$ cat src/rtl/pc_pkg.sv
// Shared types and constants for the program counter with return-address stack.
// Pure declarations: no logic, no latency, no flow control.
// Build option PC_RELBRANCH_EN adds the relative-branch op to the top level.
package pc_pkg;

    typedef enum logic [2:0] {
        OP_HOLD   = 3'd0,
        OP_INC    = 3'd1,
        OP_LOAD   = 3'd2,
        OP_BRANCH = 3'd3,
        OP_CALL   = 3'd4,
        OP_RET    = 3'd5
    } op_t;

    localparam int PC_RESET_ADDR = 0;

    // The pointer must count 0..depth inclusive so that "full" is representable.
    function automatic int sp_width(input int depth);
        return $clog2(depth + 1);
    endfunction

endpackage

$ cat src/rtl/pc_stack_unit_if.sv
// Decoder-to-PC bundle: control strobes and target in, registered address and stack status out.
// No handshake; the PC accepts one op per cycle. BRANCH exists only with PC_RELBRANCH_EN.
// Backpressure: none, strobes are sampled every rising edge.
interface pc_stack_unit_if #(parameter int WIDTH = 8);

    logic             PCEN;
    logic             LOAD;
    logic             CALL;
    logic             RET;
    logic [WIDTH-1:0] IN;
    logic [WIDTH-1:0] A;
    logic             STACK_EMPTY;
    logic             STACK_FULL;
    logic             OVF;
    logic             UNF;
`ifdef PC_RELBRANCH_EN
    logic             BRANCH;
`endif

    modport master (
`ifdef PC_RELBRANCH_EN
        output BRANCH,
`endif
        output PCEN, LOAD, CALL, RET, IN,
        input  A, STACK_EMPTY, STACK_FULL, OVF, UNF
    );

    modport slave (
`ifdef PC_RELBRANCH_EN
        input  BRANCH,
`endif
        input  PCEN, LOAD, CALL, RET, IN,
        output A, STACK_EMPTY, STACK_FULL, OVF, UNF
    );

endinterface

$ cat src/rtl/pc_ret_stack.sv
// Return-address LIFO: push writes at sp, pop exposes entry sp-1 combinationally from registers.
// Latency: push/pop take effect on the next rising edge; empty/full decode the registered pointer.
// Backpressure: none; caller must not push when full or pop when empty (ignored if it does).
module pc_ret_stack
    import pc_pkg::*;
#(
    parameter int WIDTH = 8,
    parameter int DEPTH = 4
) (
    input  logic             clk,
    input  logic             rst_n,
    input  logic             push,
    input  logic             pop,
    input  logic [WIDTH-1:0] din,
    output logic [WIDTH-1:0] dout,
    output logic             empty,
    output logic             full
);

    localparam int SPW  = sp_width(DEPTH);
    localparam int IDXW = (DEPTH > 1) ? $clog2(DEPTH) : 1;

    logic [SPW-1:0]   sp_q;
    logic [WIDTH-1:0] mem [DEPTH];
    logic [IDXW-1:0]  wr_idx;
    logic [IDXW-1:0]  rd_idx;

    assign empty  = (sp_q == '0);
    assign full   = (sp_q == SPW'(DEPTH));
    assign wr_idx = IDXW'(sp_q);
    assign rd_idx = IDXW'(sp_q - SPW'(1));
    // Gate the read so a non-power-of-two depth never indexes past the array when empty.
    assign dout   = empty ? '0 : mem[rd_idx];

    always_ff @(posedge clk or negedge rst_n) begin
        if (!rst_n) begin
            sp_q <= '0;
        end else if (push && !full) begin
            sp_q <= sp_q + SPW'(1);
        end else if (pop && !empty) begin
            sp_q <= sp_q - SPW'(1);
        end
    end

    // Contents are don't-care after reset, so the array carries no reset.
    always_ff @(posedge clk) begin
        if (push && !full) begin
            mem[wr_idx] <= din;
        end
    end

endmodule

$ cat src/rtl/pc_stack_unit.sv
// WIDTH-bit program counter with increment, load, call/return stack and sticky OVF/UNF (PC_RELBRANCH_EN adds BRANCH).
// Latency: every op lands on A one rising edge after the strobe; A is purely registered.
// Backpressure: none; one op per cycle, priority RET > CALL > BRANCH > LOAD > PCEN.
module pc_stack_unit
    import pc_pkg::*;
#(
    parameter int WIDTH       = 8,
    parameter int STACK_DEPTH = 4
) (
    input  logic           Clock,
    input  logic           RESET,
    pc_stack_unit_if.slave bus
);

    op_t              op;
    logic [WIDTH-1:0] a_q;
    logic [WIDTH-1:0] a_nxt;
    logic [WIDTH-1:0] a_inc;
    logic [WIDTH-1:0] ret_addr;
    logic             push;
    logic             pop;
    logic             empty;
    logic             full;
    logic             ovf_q;
    logic             unf_q;

    assign a_inc = a_q + WIDTH'(1);

    always_comb begin
        op = OP_HOLD;
        if (bus.RET) begin
            op = OP_RET;
        end else if (bus.CALL) begin
            op = OP_CALL;
`ifdef PC_RELBRANCH_EN
        end else if (bus.BRANCH) begin
            op = OP_BRANCH;
`endif
        end else if (bus.LOAD) begin
            op = OP_LOAD;
        end else if (bus.PCEN) begin
            op = OP_INC;
        end
    end

    assign push = (op == OP_CALL) && !full;
    assign pop  = (op == OP_RET) && !empty;

    always_comb begin
        a_nxt = a_q;
        case (op)
            OP_INC:    a_nxt = a_inc;
            OP_LOAD:   a_nxt = bus.IN;
            // Same-width modular add is exactly A + sign-extended offset.
            OP_BRANCH: a_nxt = a_q + bus.IN;
            OP_CALL:   if (!full)  a_nxt = bus.IN;
            OP_RET:    if (!empty) a_nxt = ret_addr;
            default:   a_nxt = a_q;
        endcase
    end

    always_ff @(posedge Clock or negedge RESET) begin
        if (!RESET) begin
            a_q   <= WIDTH'(PC_RESET_ADDR);
            ovf_q <= 1'b0;
            unf_q <= 1'b0;
        end else begin
            a_q <= a_nxt;
            if (op == OP_CALL && full) begin
                ovf_q <= 1'b1;
            end
            if (op == OP_RET && empty) begin
                unf_q <= 1'b1;
            end
        end
    end

    // The pushed return address is the pre-call A+1, so a self-call returns past itself.
    pc_ret_stack #(
        .WIDTH (WIDTH),
        .DEPTH (STACK_DEPTH)
    ) u_stack (
        .clk   (Clock),
        .rst_n (RESET),
        .push  (push),
        .pop   (pop),
        .din   (a_inc),
        .dout  (ret_addr),
        .empty (empty),
        .full  (full)
    );

    assign bus.A           = a_q;
    assign bus.STACK_EMPTY = empty;
    assign bus.STACK_FULL  = full;
    assign bus.OVF         = ovf_q;
    assign bus.UNF         = unf_q;

endmodule

$ cat src/flat_wrapper.sv
// flat-port wrapper written by rule: the top's interface ports become plain ports
module pc_stack_unit_flat import pc_pkg::*;
#(
    parameter int WIDTH       = 8,
    parameter int STACK_DEPTH = 4
)
  (Clock, RESET, bus_PCEN, bus_LOAD, bus_CALL, bus_RET, bus_IN, bus_A, bus_STACK_EMPTY, bus_STACK_FULL, bus_OVF, bus_UNF);
  pc_stack_unit_if #(.WIDTH(WIDTH)) bus_i ();
  input  logic Clock;
  input  logic RESET;
  input wire logic [$bits(bus_i.PCEN)-1:0] bus_PCEN;
  input wire logic [$bits(bus_i.LOAD)-1:0] bus_LOAD;
  input wire logic [$bits(bus_i.CALL)-1:0] bus_CALL;
  input wire logic [$bits(bus_i.RET)-1:0] bus_RET;
  input wire logic [$bits(bus_i.IN)-1:0] bus_IN;
  output wire logic [$bits(bus_i.A)-1:0] bus_A;
  output wire logic [$bits(bus_i.STACK_EMPTY)-1:0] bus_STACK_EMPTY;
  output wire logic [$bits(bus_i.STACK_FULL)-1:0] bus_STACK_FULL;
  output wire logic [$bits(bus_i.OVF)-1:0] bus_OVF;
  output wire logic [$bits(bus_i.UNF)-1:0] bus_UNF;
  assign bus_i.PCEN = bus_PCEN;
  assign bus_i.LOAD = bus_LOAD;
  assign bus_i.CALL = bus_CALL;
  assign bus_i.RET = bus_RET;
  assign bus_i.IN = bus_IN;
  assign bus_A = bus_i.A;
  assign bus_STACK_EMPTY = bus_i.STACK_EMPTY;
  assign bus_STACK_FULL = bus_i.STACK_FULL;
  assign bus_OVF = bus_i.OVF;
  assign bus_UNF = bus_i.UNF;
  pc_stack_unit #(.WIDTH(WIDTH), .STACK_DEPTH(STACK_DEPTH)) u_core (.Clock(Clock), .RESET(RESET), .bus(bus_i));
endmodule
$ cat config.mk
export PLATFORM = sky130hd
export DESIGN_NAME = pc_stack_unit_flat
export DESIGN_NICKNAME = d
export VERILOG_FILES = /design/src/rtl/pc_pkg.sv /design/src/rtl/pc_stack_unit_if.sv /design/src/rtl/pc_ret_stack.sv /design/src/rtl/pc_stack_unit.sv /design/src/flat_wrapper.sv
export SDC_FILE = /design/constraint.sdc
export NUM_CORES = 1
export LEC_CHECK = 0
export ABC_CLOCK_PERIOD_IN_PS = 6800
export CAP_MARGIN = 20
export CORE_ASPECT_RATIO = 0.6
export CORE_UTILIZATION = 58
export CTS_BUF_LIST = sky130_fd_sc_hd__clkbuf_8 sky130_fd_sc_hd__clkbuf_16
export DETAILED_ROUTE_END_ITERATION = 8
export GPL_TIMING_DRIVEN = 0
export PLACE_DENSITY = 0.83
export SLEW_MARGIN = 20
export SYNTH_ARGS = -nofsm -noshare
export SYNTH_HDL_FRONTEND = slang
export SYNTH_SLANG_ARGS = --single-unit
$ cat constraint.sdc
create_clock -name Clock -period 6.8 [get_ports Clock]
set_input_delay 1.36 -clock Clock [delete_from_list [all_inputs] [get_ports Clock]]
set_output_delay 1.36 -clock Clock [all_outputs]
set_load 0.02 [all_outputs]
### Word level (Yosys, flattened, before mapping)

Memories as Yosys holds them, arrays and structs flattened.
Index checks and enable logic that the tools add are counted.

| operators by class | value |
|---|---|
| reductions and logical operators | 12 |
| muxes and demuxes | 11 |
| add/subtract/negate cells | 4 |
| equality and inequality tests | 8 |

Operators with widths:

| operator | count |
|---|---|
| $pmux W8 S5 | 1 |
| $mux W8 | 2 |
| $mux W3 | 5 |
| $eq A3 B3 Y1 const B | 3 |
| $add A8 B1 Y8 const B | 1 |
| $add A8 B8 Y8 | 1 |
| $eq A3 B2 Y1 const B | 2 |
| $logic_and A1 B1 Y1 | 6 |
| $reduce_bool A5 Y1 | 1 |
| $ne A2 B2 Y1 const B | 2 |
| $add A3 B1 Y3 const B | 1 |
| $eq A3 B1 Y1 const B | 1 |
| $logic_not A3 Y1 | 1 |
| $mux W1 | 3 |
| $reduce_and A3 Y1 | 1 |
| $sub A3 B1 Y3 const B | 1 |
| $logic_not A1 Y1 | 2 |
| $reduce_bool A2 Y1 | 1 |

| word-level totals | value |
|---|---|
| bits in writable memories | 32 |
| output and inout bits | 12 |
| input port bits | 14 |
| logic and storage cells | 40 |
| memories | 1 |
| flip-flop bits (word level) | 13 |

Memory list:

| memory | words | bits a word | rd ports | clocked after Yosys merged registers in | wr ports | line | text |
|---|---|---|---|---|---|---|---|
| u_core.u_stack.mem | 4 | 8 | 1 | 0 | 1 | pc_ret_stack.sv:24 | `logic [WIDTH-1:0] mem [DEPTH];` |

### Logic depth before layout (Yosys ltp)

| logic depth | value |
|---|---|
| depth in word-level cells | 9 |
| mapped depth | 8 |
| mapped depth without buffers | 7 |

### By module

From an unflattened synthesis, not the netlist that was laid out.

| second synthesis, totals | value |
|---|---|
| cell total of the unflattened synthesis | 163 |
| area, all modules | 2,234.6 µm² |

Modules (own cells, without submodules):

| module | cells an instance | area an instance (µm²) | times used | seq. area each (µm²) |
|---|---|---|---|---|
| pc_ret_stack | 81 | 1,487.7 | 1 | 1,036.0 |
| pc_stack_unit | 82 | 747.0 | 1 | 250.2 |

### Worst setup path before layout

OpenSTA, ideal clock, no wires.

| path | value |
|---|---|
| path kind | input to register |
| from | input bus_RET |
| to | memory u_core.u_stack.mem[3][0], enable pin |
| stages | 3 |
| setup time | 0.340 ns |
| data arrival time | 2.323 ns |
| required time | 6.460 ns |
| slack | 4.137 ns |
| buffers on the path | 1 |
| cells stage by stage | clkbuf_1 > nor3b_1 > and2_1 |

| between the ends | value |
|---|---|
| longest elaborated chain between the ends | 6 |

Ends and longest elaborated chain:

| element | line | text |
|---|---|---|
| from (decl) | flat_wrapper.sv:14 | `input wire logic [$bits(bus_i.RET)-1:0] bus_RET;` |
| $mux W3 | pc_stack_unit.sv:31 | `if (bus.RET) begin` |
| $eq A3 B3 Y1 | pc_stack_unit.sv:46 | `assign push = (op == OP_CALL) && !full;` |
| $logic_and A1 B1 Y1 | pc_stack_unit.sv:46 |  |
| $logic_and A1 B1 Y1 | pc_ret_stack.sv:47 | `if (push && !full) begin` |
| $mux W1 | pc_ret_stack.sv:47 |  |
| $mux W1 (implied by the code) | pc_ret_stack.sv:48 | `mem[wr_idx] <= din;` |
| to (decl) | pc_ret_stack.sv:24 |  |

Every way passes these cells.

### Worst setup path in the final report

| path | value |
|---|---|
| from | register u_core.u_stack.sp_q[0] |
| to | output bus_STACK_FULL |

| between the ends | value |
|---|---|
| longest elaborated chain between the ends | 1 |

Ends and longest elaborated chain:

| element | line | text |
|---|---|---|
| from (decl) | pc_ret_stack.sv:23 | `logic [SPW-1:0] sp_q;` |
| from (signal assigned) | pc_ret_stack.sv:39 | `sp_q <= sp_q + SPW'(1);` |
| from (signal assigned) | pc_ret_stack.sv:41 | `sp_q <= sp_q - SPW'(1);` |
| $eq A3 B3 Y1 | pc_ret_stack.sv:29 | `assign full = (sp_q == SPW'(DEPTH));` |
| to (decl) | flat_wrapper.sv:18 | `output wire logic [$bits(bus_i.STACK_FULL)-1:0] bus_STACK_FULL;` |

Every way passes these cells.

==> impl_results.rst <==
.. list-table::
   :header-rows: 1

   * - Metric
     - Value
   * - Number of nets in the layout
     - 203
   * - Area of all placed cells without fillers
     - 2510 µm²
   * - Average cell area after synthesis
     - 14.0 µm²
   * - Critical Path Slowest Stage Cell
     - clkdlybuf4s50_1
   * - Final hold viol count
     - 0
   * - Run status
     - finished clean
   * - Detailed Route WL
     - 4730 µm
   * - Ports
     - 26
   * - Setup repair after global routing missed its margin
     - no
   * - Place WS
     - 3.22 ns
   * - Row Count
     - 16
   * - Number of iterations in the first detailed-routing pass
     - 4
   * - Num CTS Buffers
     - 5
   * - Ant. Diodes
     - 0
   * - DRC marker count from the first detailed-route iteration
     - 167
   * - # DRC
     - 0
   * - Skew final
     - 0.00883 ns
   * - Cell mode on critical path
     - ha_1
   * - Number of vias per cell
     - between 6 and 7
   * - Clock latency on the worst-skew pair
     - 0.30 ns
   * - Worst path cell trace
     - buf_6, inv_1, ha_1, ha_1, clkdlybuf4s50_1
   * - Number of storage elements in the synthesis netlist
     - 45
   * - Cell type contributing the most total cell area after synthesis
     - edfxtp_1
   * - First-pass GRT wire length
     - 7250 µm
   * - Total power draw
     - 1.12 mW
   * - Most common cell after layout, fill and taps aside
     - edfxtp_1
   * - Effective utilization at floorplan
     - 62.6%
   * - Minimum period implied by the final worst setup slack
     - 3.46 ns
   * - Via count
     - around 1400
   * - Power density over the cells
     - 444 nW/µm²
   * - Highest achievable clock rate
     - 289 MHz
   * - Post-CTS setup buffers
     - 0
   * - Maximum number of pins on one net before global-route repair
     - 16
   * - Remaining antenna violation count after routing
     - 0
   * - Setup total negative slack
     - 0 ns
   * - Clock tree from TritonCTS
     - yes
   * - Unique masters post-synth
     - 39
   * - Clock Tree Root
     - clkbuf_8
   * - Global route total overflow
     - 0
   * - Transition at the pin with the smallest max-transition slack
     - ~0.66 ns
   * - Crit path DAT
     - 2.10 ns
   * - Element type at the critical path end
     - output port
   * - Number of nets produced by synthesis
     - 171
   * - Vias in the first global route
     - between 1000 and 1500
   * - Commonest cells after routing, fill and taps aside
     - 32 x edfxtp_1, 25 x clkdlybuf4s50_1, 13 x dfrtp_1
   * - Max-Cap Viols
     - 0
   * - Horizontal extent of the die
     - between 70 and 80 µm
   * - GRT Overall Usage
     - 26.8%
   * - Count of buffers inserted at the top-level ports
     - 25
   * - Maximum fanout count along the critical path
     - 10
   * - Portion of synthesized cell area occupied by the leading cell type
     - a little under half
   * - Core utilization of the finished layout
     - 74.7%
   * - Share of flip-flops with an asynchronous set or reset
     - 28.9%
   * - HPWL after detailed placement
     - 3260 µm
   * - Maximum vdd ir drop
     - approximately 0.00024 V
   * - Post-Route Hold Slack
     - 0.474 ns
   * - PnR worst setup slack
     - approximately 3.3 ns
   * - Proportion of layout cells with a drive suffix above 1
     - 8.20%
   * - Portion of the post-synthesis area used by sequential elements
     - 61.1%
   * - Final estimated routing congestion in global placement
     - 0.948
   * - Period utilization
     - between 50% and 60%
   * - Worst hold stages
     - 1
   * - Number of gates given a new drive strength after cts
     - 0
   * - Final setup viols
     - 0
   * - Path type of the worst setup path
     - reg -> out
   * - Area of the mapped netlist
     - 2110 µm²
   * - Maximum level of the CTS H-tree
     - 2
   * - FILL cells
     - 210
   * - Area contributors post-synth
     - edfxtp_1 46%, dfrtp_1 15%, mux4_1 7.5%
   * - Antenna violations before repair
     - 0
   * - Per-cell routed wire length
     - 20.7 µm
   * - Max-slew headroom
     - 56.1%
   * - Vertical extent of the die
     - 48.7 µm
   * - Non-filler cells in the finished layout
     - 228
   * - Cells on worst reg2reg path
     - 6
   * - Path type of the worst min-delay path
     - reg -> reg
   * - Slowest stage delay, CP
     - around 0.63 ns
   * - YS warnings
     - 0
   * - Number of enable-type register cells in the synthesized netlist
     - 32
   * - Type of origin of the critical path
     - flip-flop
   * - Main flop type after synthesis
     - edfxtp_1
   * - Worst path required time
     - 5.44 ns
   * - Instance count of the mapped netlist
     - 150
   * - Quantity of hold-fixing buffers added after cts
     - 0
   * - Sinks on Clock Net
     - 45
   * - Signed area change from the synthesized netlist to the final layout
     - 19.3%
   * - Max Slew Vio Count
     - 0
   * - P_leak
     - 0.929 nW
   * - Dpl cell area
     - 2410 µm²
   * - Worst-path clk slew
     - 0.09 ns
   * - Number of buffers between clock root and the deepest sink
     - 2
   * - Total Die Area
     - 3880 µm²
   * - Core ar.
     - about 3400 µm²
   * - Placed insts
     - 220
==> where the power goes <==
group | internal (mW) | switching (mW) | total (mW)
Combinational | 0.213 | 0.261 | 0.475
Sequential | 0.405 | 0.0570 | 0.462
Clock | 0.0844 | 0.0949 | 0.179
Total | 0.703 | 0.413 | 1.12
==> cells in the mapped netlist, drive strengths merged, types with 4 or more instances <==
cell / instances
nor2: 7
nand3: 4
edfxtp: 32
and2: 5
ha: 7
nand2: 9
inv: 7
a21oi: 6
mux4: 8
o21ai: 10
dfrtp: 13
nor3: 4
==> cells by family after synthesis <==
kind of cell / after synthesis / share of synthesized area [%]
flip-flops: 45 / 61.1
AND/OR/NAND/NOR: 38 / 9.15
AO/OA/AOI/OAI: 34 / 10.6
buffers and inverters: 11 / 2.38
multiplexers: 9 / 10.1
adder cells (fa/ha/maj): 7 / 4.16
XOR/XNOR: 6 / 2.50
==> cell type report <==
type	count	area [µm²]	share of cell area, %
clock inverters	2	17.5	0.697
repair buffers	25	250	9.96
flip-flops and latches	45	1290	51.2
plain buffers	4	23.8	0.946
multi-input cells	94	769	30.6
inverters	7	26.3	1.05
clock buffers	6	82.6	3.29
well taps	45	56.3	2.24
==> state kept, by name (all words and copies together) (netlist names) <==
| register | count |
|---|---|
| u_core.bus.UNF | 1 |
| u_core.bus.OVF | 1 |
| u_core.u_stack.mem | 32 |
| u_core.u_stack.sp_q | 3 |
| u_core.bus.A | 8 |
==> final timing paths <==
| kind | from | to | slack [ns] |
|---|---|---|---|
| max | u_core.u_stack.sp_q[0]$_DFFE_PN0P_ | bus_STACK_FULL | 3.34 |
| min | u_core.bus.UNF$_DFFE_PN0P_ | u_core.bus.UNF$_DFFE_PN0P_ | 0.47 |
| max reg2reg | u_core.u_stack.sp_q[0]$_DFFE_PN0P_ | u_core.u_stack.mem[3][5]$_DFFE_PP_ | 4.17 |
| min reg2reg | u_core.bus.UNF$_DFFE_PN0P_ | u_core.bus.UNF$_DFFE_PN0P_ | 0.47 |
| max in group asynchronous | RESET | u_core.bus.A[4]$_DFFE_PN0P_ | 4.94 |
| min in group asynchronous | RESET | u_core.u_stack.sp_q[0]$_DFFE_PN0P_ | 1.44 |
==> worst max-delay path: cells and delay by family (launching register included) <==
| kind | cells | cell delay [ns] |
|---|---|---|
| buffers and inverters | 3 | 0.91 |
| adders and majority gates | 2 | 0.47 |
| DFF | 1 | 0.43 |
==> layer usage <==
layer  vias to the layer above  wire (µm)  track usage [%]
met2                        93       2130             40.5
met1                       697       1990             38.8
met4                         0         65             8.04
met3                        11        546             7.17
met5                         -          0                0
li1                        639          -                -
No activity file was read; power rests on OpenSTA's default activity.
